===== src/rtl/wave_gen_param.sv =====
// Phase-accumulator waveform generator with eight modes; mode switches only at period wrap.
// Optional output amplitude scaling is enabled by defining WAVE_AMP_SCALE_EN.
module wave_gen_param #(
  parameter int WIDTH     = 8,
  parameter int ACC_WIDTH = 16
) (
  input  logic                 clk,
  input  logic                 rst,
  input  logic                 en,
  input  logic [2:0]           slc,
  input  logic [ACC_WIDTH-1:0] step,
  input  logic [WIDTH-1:0]     duty,
  input  logic [WIDTH-1:0]     amp,
  output logic [WIDTH-1:0]     out,
  output logic                 wrap,
  output logic [2:0]           mode
);

  typedef enum logic [2:0] {
    MODE_SAW_UP   = 3'b000,
    MODE_SAW_DOWN = 3'b001,
    MODE_TRIANGLE = 3'b010,
    MODE_SQUARE   = 3'b011,
    MODE_PULSE    = 3'b100,
    MODE_STAIR    = 3'b101,
    MODE_NOISE    = 3'b110,
    MODE_MID      = 3'b111
  } mode_t;

  localparam logic [WIDTH-1:0] MAX_VAL    = '1;
  localparam logic [WIDTH-1:0] MID_VAL    = {1'b1, {(WIDTH-1){1'b0}}};
  localparam logic [WIDTH-1:0] STAIR_MASK = MAX_VAL << (WIDTH-3);

  logic [ACC_WIDTH-1:0] phase;
  logic [15:0]          lfsr;
  logic [ACC_WIDTH:0]   sum;
  logic [WIDTH-1:0]     idx;
  logic [WIDTH-1:0]     tri_t;
  logic                 lfsr_fb;
  logic [WIDTH-1:0]     raw;
  logic [WIDTH-1:0]     sample;

  assign sum     = {1'b0, phase} + {1'b0, step};
  assign idx     = phase[ACC_WIDTH-1 -: WIDTH];
  assign tri_t   = {idx[WIDTH-2:0], 1'b0};
  assign lfsr_fb = lfsr[15] ^ lfsr[13] ^ lfsr[12] ^ lfsr[10];

  always_comb begin
    raw = '0;
    case (mode_t'(mode))
      MODE_SAW_UP:   raw = idx;
      MODE_SAW_DOWN: raw = MAX_VAL - idx;
      MODE_TRIANGLE: raw = idx[WIDTH-1] ? (MAX_VAL - tri_t) : tri_t;
      MODE_SQUARE:   raw = idx[WIDTH-1] ? MAX_VAL : '0;
      MODE_PULSE:    raw = (idx < duty) ? MAX_VAL : '0;
      MODE_STAIR:    raw = idx & STAIR_MASK;
      MODE_NOISE:    raw = lfsr[15 -: WIDTH];
      MODE_MID:      raw = MID_VAL;
      default:       raw = '0;
    endcase
  end

`ifdef WAVE_AMP_SCALE_EN
  // amp+1 lets amp=MAX pass the raw sample through unchanged
  logic [2*WIDTH:0] prod;
  assign prod   = (2*WIDTH+1)'(raw) * (2*WIDTH+1)'({1'b0, amp} + (WIDTH+1)'(1));
  assign sample = WIDTH'(prod >> WIDTH);
`else
  logic unused_amp;
  assign unused_amp = ^amp;
  assign sample     = raw;
`endif

  always_ff @(posedge clk) begin
    if (!rst) begin
      phase <= '0;
      out   <= '0;
      wrap  <= 1'b0;
      lfsr  <= 16'hFFFF;
      mode  <= slc;
    end else if (en) begin
      phase <= sum[ACC_WIDTH-1:0];
      wrap  <= sum[ACC_WIDTH];
      if (sum[ACC_WIDTH]) mode <= slc;
      lfsr  <= {lfsr[14:0], lfsr_fb};
      out   <= sample;
    end else begin
      wrap  <= 1'b0;
    end
  end

endmodule

===== config.mk =====
export PLATFORM = sky130hd
export DESIGN_NAME = wave_gen_param
export DESIGN_NICKNAME = d
export VERILOG_FILES = /design/src/rtl/wave_gen_param.sv
export SDC_FILE = /design/constraint.sdc
export NUM_CORES = 1
export LEC_CHECK = 0
export ABC_AREA = 1
export BUFFER_PORTS_ARGS = -buffer_cell sky130_fd_sc_hd__buf_2
export CORE_AREA = 2 2 78 80
export CTS_CLUSTER_SIZE = 30
export DETAILED_ROUTE_END_ITERATION = 10
export DIE_AREA = 0 0 80 82
export GPL_TIMING_DRIVEN = 1
export MAX_ROUTING_LAYER = met4
export PLACE_DENSITY_LB_ADDON = 0.3
export SLEW_MARGIN = 10
export SYNTH_ARGS = -nofsm -noshare
export SYNTH_HDL_FRONTEND = slang
export SYNTH_SLANG_ARGS = --single-unit

===== constraint.sdc =====
create_clock -name clk -period 3.4 [get_ports clk]
set_clock_uncertainty 0.1 [all_clocks]
set_input_delay 0.17 -clock clk [delete_from_list [all_inputs] [get_ports clk]]
set_output_delay 0.17 -clock clk [all_outputs]
set_load 0.02 [all_outputs]

==> run summary, run 1 <==
STA
• 1.11 ns — transition at the pin with the smallest max-transition slack
• 0 — final setup violating endpoints
• 0 ns — setup_tns
• no — unrepaired setup endpoints after global routing
• 455 MHz — highest achievable clock rate
• 0 — number of slew-limit violations in the final report
• 2.20 ns — Final Critical Period
• 64.6% — period utilisation layout
• 1.20 ns — final setup margin
• 0 — hold violation total from the final report
• 26.2% — Max-Slew Margin vs Limit

Synthesis
• 10.0% — post-synthesis adder-cell area fraction
• dfxtp_1 — biggest area consumer among synthesized cells
• 30 — count of cell types in the netlist
• 0 — warnings from Yosys
• simple AND/OR/NAND/NOR gates — main combinational cell family by area after synthesis
• 29.6% — sequential-to-total area share from yosys stat
• 553 — Post-Syn Nets
• 35.4% — simple-gate share of the synthesized area
• 44 — synthesized flop and latch total
• dfxtp_1 — Most used DFF post-synth
• 2.56% — synthesized-area fraction occupied by xor and xnor cells
• 6.26 um^2 — Post-Synthesis Mean Instance Area
• 11.7% — post-synthesis compound-gate area fraction
• 0% — share of cell area taken by muxes after synthesis
• dfxtp_1, nand2_1, ha_1 — top cells by area in the synthesized netlist
• 26.7% — top cell type's share of synthesized area
• 491 — number of instances in the synthesized netlist
• 0% — ys async rst share
• 3080 um^2 — netlist area before placement
• 3 — Post-synth EDFFs

Floorplanning
• 53.5% — initial cell density of the core
• 82 um — Die Y
• 28 — # rows
• 80 um — horizontal extent of the die
• 6560 um^2 — die area
• 50 — number of I/O pins
• 5750 um^2 — placeable core region

Setup path
• nand2_1 — CP dominant cell by count
• flip-flop — crit end category
• 4 — maximum fanout encountered on the critical timing path
• ha_1 -> fa_1 -> nand2_1 -> nand2_1 -> nand3b_1 -> nand2_1 -> nand2_1 -> nand2_1 -> nand3_1 -> nand2_1 -> nand2_1 -> nand2_1 — cell-by-cell trace of the critical path
• 3.33 ns — required time reported for the critical path endpoint
• 2.13 ns — arrival time at the worst endpoint
• flip-flop — element type at the critical path start
• fa_1 — Max stage delay cell, worst path
• 0.41 ns — slowest stage delay, CP
• reg2reg — kind of critical path

Power and ir drop
• 1.46 mW — post-layout total power
• 1.97 nW — Leak Pwr
• 310 uV — maximum ir drop on the vdd rail
• 422 nW/um^2 — total power density per cell area

Place
• 3320 um^2 — placed instance area
• 0.894 — global placer's final weighted congestion
• 1.21 ns — Worst Setup Slack post-DPL
• 41 — count of input and output buffers
• 5.28 mm — hpwl dp

Worst hold path
• in2reg — type of the most critical hold path

Clocking
• 5 — number of CTS-inserted buffers
• clkbuf_8 — clock root buffer
• 3 — total of hold buffers inserted after clock tree synthesis
• built — clock tree from TritonCTS
• 0.08 ns — Reg clk slew, reported paths
• 44 — CTS sink cnt
• 2 — level count of the clock H-tree
• 2 — number of buffers on the longest clock path
• 0.30 ns — clk_lat worst skew
• 0 — postcts setup bufs
• 0 — Post-CTS Resized

Route
• 232 — drt first-iter violations
• 0 — ANT nets after route
• 5.01 — DR vias/cell
• 3,032 — vias post-DR
• 7.12 mm — routed wire length
• 0 — number of DRC violations after detailed routing
• 11.8 um — DR WL/cell
• 5 — drt pass-1 iters

Final layout
• 0 — number of diodes added for antenna fixing
• 60.3% — utilization after layout
• 11.1% — share of cells above drive strength 1
• 12.6% — area growth from synthesis to layout
• 3460 um^2 — finished layout cell area
• 591 — number of nets in the layout

Outcome
• finished clean — result of the run

Global routing
• 12.2 mm — global-route wire length before repair
• 24.0% — overall fraction of global-route tracks in use
• 2,775 — via count of the first global-routing pass
• 44 — pin count of the biggest net entering global routing
• 0 — initial antenna violation count
• 0 — Overflow after GRT

Flow run
• 0 — Max-Cap Viols

[final timing paths]
check        slack, ns  cells past startpoint     start       end
min               0.12                      4   step[0]  phase[0]
max               1.20                     12  phase[0]   mode[2]
min reg2reg       0.36                      2   lfsr[3]   lfsr[3]
max reg2reg       1.20                     12  phase[0]   mode[2]
[through the flow]
stage               hold WS, ns  std cells
floorplan                 0.169        491
global placement          0.252        594
detailed placement        0.253        594
CTS                       0.122        605
global route              0.162        605
finish                    0.122        605
[metal layers]
metal  global-route usage (%)  up-vias  share of wire (%)
li1                         -     1630                  -
met5                        -        -                  0
met2                     42.7       51                 50
met4                     5.08        0                1.0
met1                     29.4     1341                 45
met3                     3.08       10                4.0
[area by class of cell]
class,instances,area [um^2]
clock inverters,2,35.0
inverters,72,270
well taps,75,93.8
multi-input cells,361,1840
clock buffers,6,72.6
repair buffers,45,243
fillers,568,2280
flip-flops and latches,44,911
[where the power goes]
part	total, mW	internal [mW]	switching (mW)
sequential	0.614	0.568	0.0461
clock	0.399	0.218	0.181
combinational	0.447	0.173	0.274
[synthesized netlist by cell type, types with 2 or more instances]
library cell	count
nand4_1	4
xnor2_1	5
inv_1	71
nand2_1	165
buf_2	4
nand3_1	48
edfxtp_1	3
buf_1	3
a21oi_1	33
dfxtp_1	41
o21bai_1	3
or2_2	2
and2_1	2
nand3_2	2
o211ai_1	3
xor2_1	4
ha_1	23
clkbuf_1	7
o21ai_0	25
nor2_1	33
[sequential cells by signal, summed over array words and instances, names as in the netlist]
signal  cells
mode        3
wrap        1
phase      16
lfsr       16
out         8
[critical path, delay by kind of cell, from the launching register on]
family | cells | cell delay (ns)
AND/OR/NAND/NOR | 10 | 0.89
adder cells (fa/ha/maj) | 2 | 0.61
flip-flops | 1 | 0.32
[layout by cell type (no fill, tap or decap), types with 2 or more instances in the layout]
cell type and count:
a21oi_1 33, and2_1 2, buf_2 41, clkbuf_8 5
dfxtp_1 41, dlygate4sd3_1 3, edfxtp_1 3, ha_1 23
inv_1 71, nand2_1 165, nand3_1 48, nand3_2 2
nand4_1 4, nor2_1 33, o211ai_1 3, o21ai_0 25
o21bai_1 3, or2_2 2, xnor2_1 5, xor2_1 4
[logic make-up after synthesis]
logic type,after synthesis
buffers and inverters,86
XOR/XNOR,9
AO/OA/AOI/OAI,67
adder cells (fa/ha/maj),24
flip-flops,44
AND/OR/NAND/NOR,261
Power figures use the tool's default switching activity.
==> inputs of run 2 (changes only) <==
--- a/config.mk
+++ b/config.mk
@@ -5,12 +5,12 @@
 export SDC_FILE = /design/constraint.sdc
 export NUM_CORES = 1
 export LEC_CHECK = 0
-export ABC_AREA = 1
+export ABC_AREA = 0
 export BUFFER_PORTS_ARGS = -buffer_cell sky130_fd_sc_hd__buf_2
-export CORE_AREA = 2 2 78 80
+export CORE_AREA = 2 2 76 78
 export CTS_CLUSTER_SIZE = 30
 export DETAILED_ROUTE_END_ITERATION = 10
-export DIE_AREA = 0 0 80 82
+export DIE_AREA = 0 0 78 80
 export GPL_TIMING_DRIVEN = 1
 export MAX_ROUTING_LAYER = met4
 export PLACE_DENSITY_LB_ADDON = 0.3
==> constraint.sdc (replaced) <==
create_clock -name clk -period 2.26 [get_ports clk]
set_clock_uncertainty 0.1 [all_clocks]
set_input_delay 0.113 -clock clk [delete_from_list [all_inputs] [get_ports clk]]
set_output_delay 0.113 -clock clk [all_outputs]
set_load 0.02 [all_outputs]
==> run summary, run 2 <==
Synthesis
• dfxtp_1 — Most used DFF post-synth
• 2910 um^2 — netlist area before placement, -5.5%
• dfxtp_1 — cell with the most instances after synthesis
• dfxtp_1, nand2_1, ha_1 — most instantiated cells after synthesis
• 55 — count of cell types in the netlist, +83%
• dfxtp_1, ha_1, mux2i_1 — top cells by area in the synthesized netlist
• 31.3% — sequential-to-total area share from yosys stat, +1.7 points
• 0 — warnings from Yosys, unchanged
• 3 — Post-synth EDFFs, unchanged
• 331 — number of instances in the synthesized netlist, -33%
• 393 — Post-Syn Nets, -29%
• dfxtp_1 — biggest area consumer among synthesized cells
• 8.78 um^2 — Post-Synthesis Mean Instance Area, +40%
• 44 — synthesized flop and latch total, unchanged
• 28.2% — top cell type's share of synthesized area, +1.6 points
• 0% — ys async rst share, unchanged

Floorplanning
• 6240 um^2 — die area, -4.9%
• 27 — # rows, -3.6%
• 53.8% — initial cell density of the core, +0.25 points
• 78 um — horizontal extent of the die, -2.5%
• 5410 um^2 — placeable core region, -5.9%
• 80 um — Die Y, -2.4%
• 50 — number of I/O pins, unchanged

Clocking
• 0.31 ns — clk_lat worst skew, about the same
• 2 — level count of the clock H-tree, unchanged
• 0.09 ns — Reg clk slew, reported paths, about the same
• 44 — CTS sink cnt, unchanged
• clkbuf_8 — clock root buffer
• 5 — number of CTS-inserted buffers, unchanged
• built — clock tree from TritonCTS
• 2 — number of buffers on the longest clock path, unchanged

Final layout
• 66.1% — utilization after layout, +5.8 points
• 0 — number of diodes added for antenna fixing, unchanged
• 468 — final cell count without fillers, -23%
• 22.9% — area growth from synthesis to layout
• lfsr x16, phase x16, out x8 — Regs by FF count
• buf_2, dfxtp_1, nand2_1, buf_4 — leading cell types in the layout, fill and taps excluded
• buf_2 — most common cell after layout, fill and taps aside
• 24.5% — share of cells above drive strength 1, +13 points
• 457 — number of nets in the layout, -23%

Power and ir drop
• 725 nW/um^2 — total power density per cell area, +72%
• 1.68 nW — Leak Pwr, -14%
• 2.59 mW — post-layout total power, +77%
• 445 uV — maximum ir drop on the vdd rail, +44%

Setup path
• phase[9] — start point of the critical path
• reg2reg — kind of critical path
• 0.34 ns — slowest stage delay, CP, -0.07 ns
• 0.06 ns — reg2reg setup slack, -1.14 ns
• 3 — maximum fanout encountered on the critical timing path, -1
• a21o_1 — CP dominant cell by count
• flip-flop — element type at the critical path start
• ha_1 -> a21o_1 -> a21o_1 -> a2111oi_4 -> nor3_2 -> o21ai_2 -> a221oi_4 — cell-by-cell trace of the critical path
• 2.09 ns — arrival time at the worst endpoint, -0.04 ns
• a221oi_4 — Max stage delay cell, worst path
• flip-flop — crit end category
• 2.15 ns — required time reported for the critical path endpoint, -1.18 ns
• phase[9] — reg2reg start

Place
• 41 — count of input and output buffers, unchanged
• 455 — total placed cells including tap cells, -23%
• 0.873 — global placer's final weighted congestion, -2.3%
• 5.21 mm — hpwl dp, -1.4%

Outcome
• finished clean — result of the run

Global routing
• 23.7% — overall fraction of global-route tracks in use, -0.32 points
• 11.6 mm — global-route wire length before repair, -4.6%
• 0 — Overflow after GRT, unchanged
• 0 — initial antenna violation count, unchanged
• 2,497 — via count of the first global-routing pass, -10%
• 24 — pin count of the biggest net entering global routing, -45%

STA
• 0.540 ns — transition at the pin with the smallest max-transition slack, -0.566 ns
• 2.20 ns — Final Critical Period, -0.000119 ns
• 0 — final setup violating endpoints, unchanged
• 63.8% — Max-Slew Margin vs Limit, +38 points
• 0 — hold violation total from the final report, unchanged
• 97.2% — period utilisation layout, +33 points
• yes — unrepaired setup endpoints after global routing
• 0.122 ns — worst slack on hold paths, +0.000688 ns
• 455 MHz — highest achievable clock rate, about the same
• 0 — number of slew-limit violations in the final report, unchanged
• 0 ns — setup_tns, unchanged

Worst hold path
• step[0] — hold wc startpoint
• in2reg — type of the most critical hold path

Flow run
• 0 — Max-Cap Viols, unchanged

Route
• 143 — drt first-iter violations, -38%
• 2,635 — vias post-DR, -13%
• 7.11 mm — routed wire length, -0.21%
• 5.63 — DR vias/cell, +12%
• 0 — number of DRC violations after detailed routing, unchanged
• 5 — drt pass-1 iters, unchanged
• 0 — ANT nets after route, unchanged
• 15.2 um — DR WL/cell, +29%

-- run 2: cell families after synthesis --
family | Yosys count | synth area share [%]
compound gates | 106 | 25.5
simple gates | 88 | 15.3
flops | 44 | 31.3
buf+inv | 28 | 3.96
fa+ha+maj | 24 | 10.6
mux | 21 | 7.23
xor+xnor | 20 | 6.03
-- run 2: worst paths after layout --
path         endpoint  depth (start not counted)
max           mode[2]                          7
min          phase[0]                          4
max reg2reg   mode[2]                          7
min reg2reg  phase[7]                          2
-- run 2: through the flow --
step | area, um^2 | worst slack (ns)
2_1_floorplan | 2920 | 0.0569
5_1_grt | 3570 | -0.0406
4_1_cts | 3520 | 0.0130
6_report | 3570 | 0.0624
3_5_place_dp | 3350 | -0.0958
3_3_place_gp | 3350 | -0.0136
-- run 2: layout make-up --
class                      count  area, um^2
timing repair buffer          74         460
clock inverter                 2        15.0
inverter                      11        41.3
sequential                    44         912
multi-input combinational    259        1960
fill                         459        1830
tap                           72        90.1
clock buffer                   6        93.8
-- run 2: what timing repair did --
| item | 4_1_cts | 5_1_grt |
|---|---|---|
| hold endpoints to repair | 3 | 0 |
| pin swaps | 2 | 11 |
| gates resized for setup | 5 | 7 |
| setup buffers | 2 | 1 |
| endpoints found under the setup margin | 3 | 9 |
| hold buffers | 3 | 0 |
-- run 2: per-layer routing --
layer	wire (um)	global-route usage [%]	up-vias	share of wire (%)
met5	0	-	-	0
met4	60	5.61	0	0.84
met3	273	3.39	7	3.8
met2	3380	39.4	67	48
met1	3400	30.8	1224	48
li1	-	-	1337	-
-- run 2: critical path: cells and delay by family, from the launching register on --
kind / cells / cell delay, ns
AOI/OAI and AO/OA: 5 / 0.86
DFF: 1 / 0.32
and+or+nand+nor: 1 / 0.31
adders and majority gates: 1 / 0.30
-- run 2: power breakdown --
group	internal [mW]	leakage (nW)	switching, mW
registers	0.867	0.365	0.0599
logic	0.499	1.26	0.568
clock network	0.290	0.0573	0.306
==> inputs of run 3 (changes only) <==
--- a/config.mk
+++ b/config.mk
@@ -6,7 +6,7 @@
 export NUM_CORES = 1
 export LEC_CHECK = 0
 export ABC_AREA = 0
-export BUFFER_PORTS_ARGS = -buffer_cell sky130_fd_sc_hd__buf_2
+export BUFFER_PORTS_ARGS = -buffer_cell sky130_fd_sc_hd__buf_4
 export CORE_AREA = 2 2 76 78
 export CTS_CLUSTER_SIZE = 30
 export DETAILED_ROUTE_END_ITERATION = 10
==> run summary, run 3 (synthesized netlist as in run 2, its figures left out) <==
Outcome
• finished clean — result of the run

Route
• 4 — drt pass-1 iters, -1
• 2,572 — vias post-DR, -2.4%
• 161 — drt first-iter violations, +13%
• 6.82 mm — routed wire length, -4.0%
• 5.52 — DR vias/cell, -2.0%
• 14.6 um — DR WL/cell, -3.6%
• 0 — number of DRC violations after detailed routing, unchanged
• 0 — ANT nets after route, unchanged

Global routing
• 11.3 mm — global-route wire length before repair, -2.8%
• 2,418 — via count of the first global-routing pass, -3.2%
• 0 — Overflow after GRT, unchanged
• 0 — initial antenna violation count, unchanged
• 29 — pin count of the biggest net entering global routing, +21%
• 23.1% — overall fraction of global-route tracks in use, -0.66 points

Worst hold path
• in2reg — type of the most critical hold path
• lfsr[8] — Worst Hold Endpoint
• rst — hold wc startpoint
• 2 — Worst Hold Path Cells, -2

Final layout
• 25.6% — share of cells above drive strength 1, +1.1 points
• buf_4 — most common cell after layout, fill and taps aside
• buf_4, dfxtp_1, nand2_1, o21ai_0, mux2i_1 — leading cell types in the layout, fill and taps excluded
• 452 — total of fill cells in the finished design, -1.5%
• lfsr x16, phase x16, out x8 — Regs by FF count
• 27.0% — area growth from synthesis to layout
• 455 — number of nets in the layout, -0.44%
• 0 — number of diodes added for antenna fixing, unchanged

Clocking
• 2 — number of buffers on the longest clock path, unchanged
• 2 — level count of the clock H-tree, unchanged
• clkbuf_8 — clock root buffer
• 5 — number of CTS-inserted buffers, unchanged
• 0.09 ns — Reg clk slew, reported paths, about the same
• 0.29 ns — clk_lat worst skew, -0.02 ns
• 44 — CTS sink cnt, unchanged
• built — clock tree from TritonCTS

Place
• 41 — count of input and output buffers, unchanged
• 0.938 — global placer's final weighted congestion, +7.4%
• -0.0817 ns — Worst Setup Slack post-DPL, +0.0141 ns
• 5.08 mm — hpwl dp, -2.5%

Setup path
• 8 — number of cells traversed by the worst register-to-register path, +1
• 2.20 ns — required time reported for the critical path endpoint, +0.05 ns
• phase[0] — reg2reg start
• 0.06 ns — reg2reg setup slack, about the same
• 2.14 ns — arrival time at the worst endpoint, +0.05 ns
• 3 — maximum fanout encountered on the critical timing path, unchanged
• mode[2] — capture instance of the worst register-to-register path
• flip-flop — crit end category
• reg2reg — kind of critical path
• flip-flop — element type at the critical path start

STA
• 455 MHz — highest achievable clock rate, about the same
• 0.0608 ns — final setup margin, -0.00160 ns
• 0 — number of slew-limit violations in the final report, unchanged
• 0 — final setup violating endpoints, unchanged
• 0 — hold violation total from the final report, unchanged
• 97.3% — period utilisation layout, about the same
• 0.533 ns — transition at the pin with the smallest max-transition slack, -0.00675 ns
• 2.20 ns — Final Critical Period, +0.00160 ns
• 64.2% — Max-Slew Margin vs Limit, +0.45 points

Power and ir drop
• 1.70 nW — Leak Pwr, +1.2%
• 489 uV — maximum ir drop on the vdd rail, +9.8%
• 2.65 mW — post-layout total power, +2.5%
• 719 nW/um^2 — total power density per cell area, -0.84%

Floorplanning
• 53.8% — initial cell density of the core, unchanged
• 50 — number of I/O pins, unchanged
• 6240 um^2 — die area, unchanged
• 80 um — Die Y, unchanged
• 27 — # rows, unchanged
• 78 um — horizontal extent of the die, unchanged
• 5410 um^2 — placeable core region, unchanged

Flow run
• 0 — Max-Cap Viols, unchanged

## run 3: cell types whose count changed in the layout (fill, tap and decap cells not counted), sizes merged
| cell | change |
|---|---|
| inv | -1 |
| clkbuf | -1 |
| clkinvlp | +1 |
| bufinv | +1 |
| buf | -2 |
## run 3: metal layers
| metal | track usage [%] | wire (um) |
|---|---|---|
| met1 | 29.1 | 3330 |
| met2 | 39.9 | 3170 |
| met3 | 3.73 | 288 |
| met4 | 3.51 | 38 |
| met5 | - | 0 |
## run 3: report_power, final
| part | switching [mW] | total [mW] | leakage, nW | internal, mW |
|---|---|---|---|---|
| Clock | 0.290 | 0.623 | 0.0548 | 0.333 |
| Combinational | 0.561 | 1.10 | 1.28 | 0.535 |
| Sequential | 0.0660 | 0.933 | 0.366 | 0.867 |
## run 3: worst max-delay path: stages, from the launching register on
cell,delay [ns]
dfxtp_2,0.34
ha_4,0.17
fa_2,0.38
a21o_1,0.19
a21oi_2,0.15
o211ai_1,0.15
nor2b_4,0.17
o21ai_2,0.18
a221oi_4,0.11
## run 3: metrics by stage
stage / instance area (um^2) / std cells / hold WS, ns / utilization, % / setup TNS, ns
floorplan: 2920 / 331 / 0.112 / - / 0
global placement: 3440 / 453 / 0.192 / 63.6 / -0.0455
detailed placement: 3440 / 453 / 0.194 / 63.6 / -0.245
CTS: 3600 / 464 / 0.0230 / 66.6 / 0
global route: 3690 / 466 / 0.0300 / 68.3 / -0.0248
finish: 3690 / 466 / 0.0344 / 68.3 / 0
## run 3: worst max-delay path by stage
| stage | slack [ns] | start | endpoint |
|---|---|---|---|
| global route | -0.02 | phase[0] | phase[10] |
| finish | 0.06 | phase[0] | mode[2] |
| global placement | -0.02 | phase[0] | mode[2] |
| CTS | 0.02 | phase[9] | mode[1] |
| floorplan | 0.06 | phase[7] | mode[0] |
| detailed placement | -0.08 | phase[0] | mode[1] |
## run 3: layout make-up
cell class | count | area [um^2] | share of cell area, %
clock buffers | 5 | 68.8 | 1.86
multi-input cells | 259 | 1980 | 53.7
well taps | 72 | 90.1 | 2.44
clock inverters | 3 | 46.3 | 1.25
flip-flops and latches | 44 | 913 | 24.7
repair buffers | 72 | 548 | 14.8
inverters | 11 | 41.3 | 1.12
## run 3: what timing repair did
item / 4_1_cts / 5_1_grt
hold endpoints to repair: 3 / 0
pin swaps: 2 / 6
hold buffers: 3 / 0
endpoints found under the setup margin: 4 / 9
setup buffers: 0 / 2
resized for setup: 6 / 12
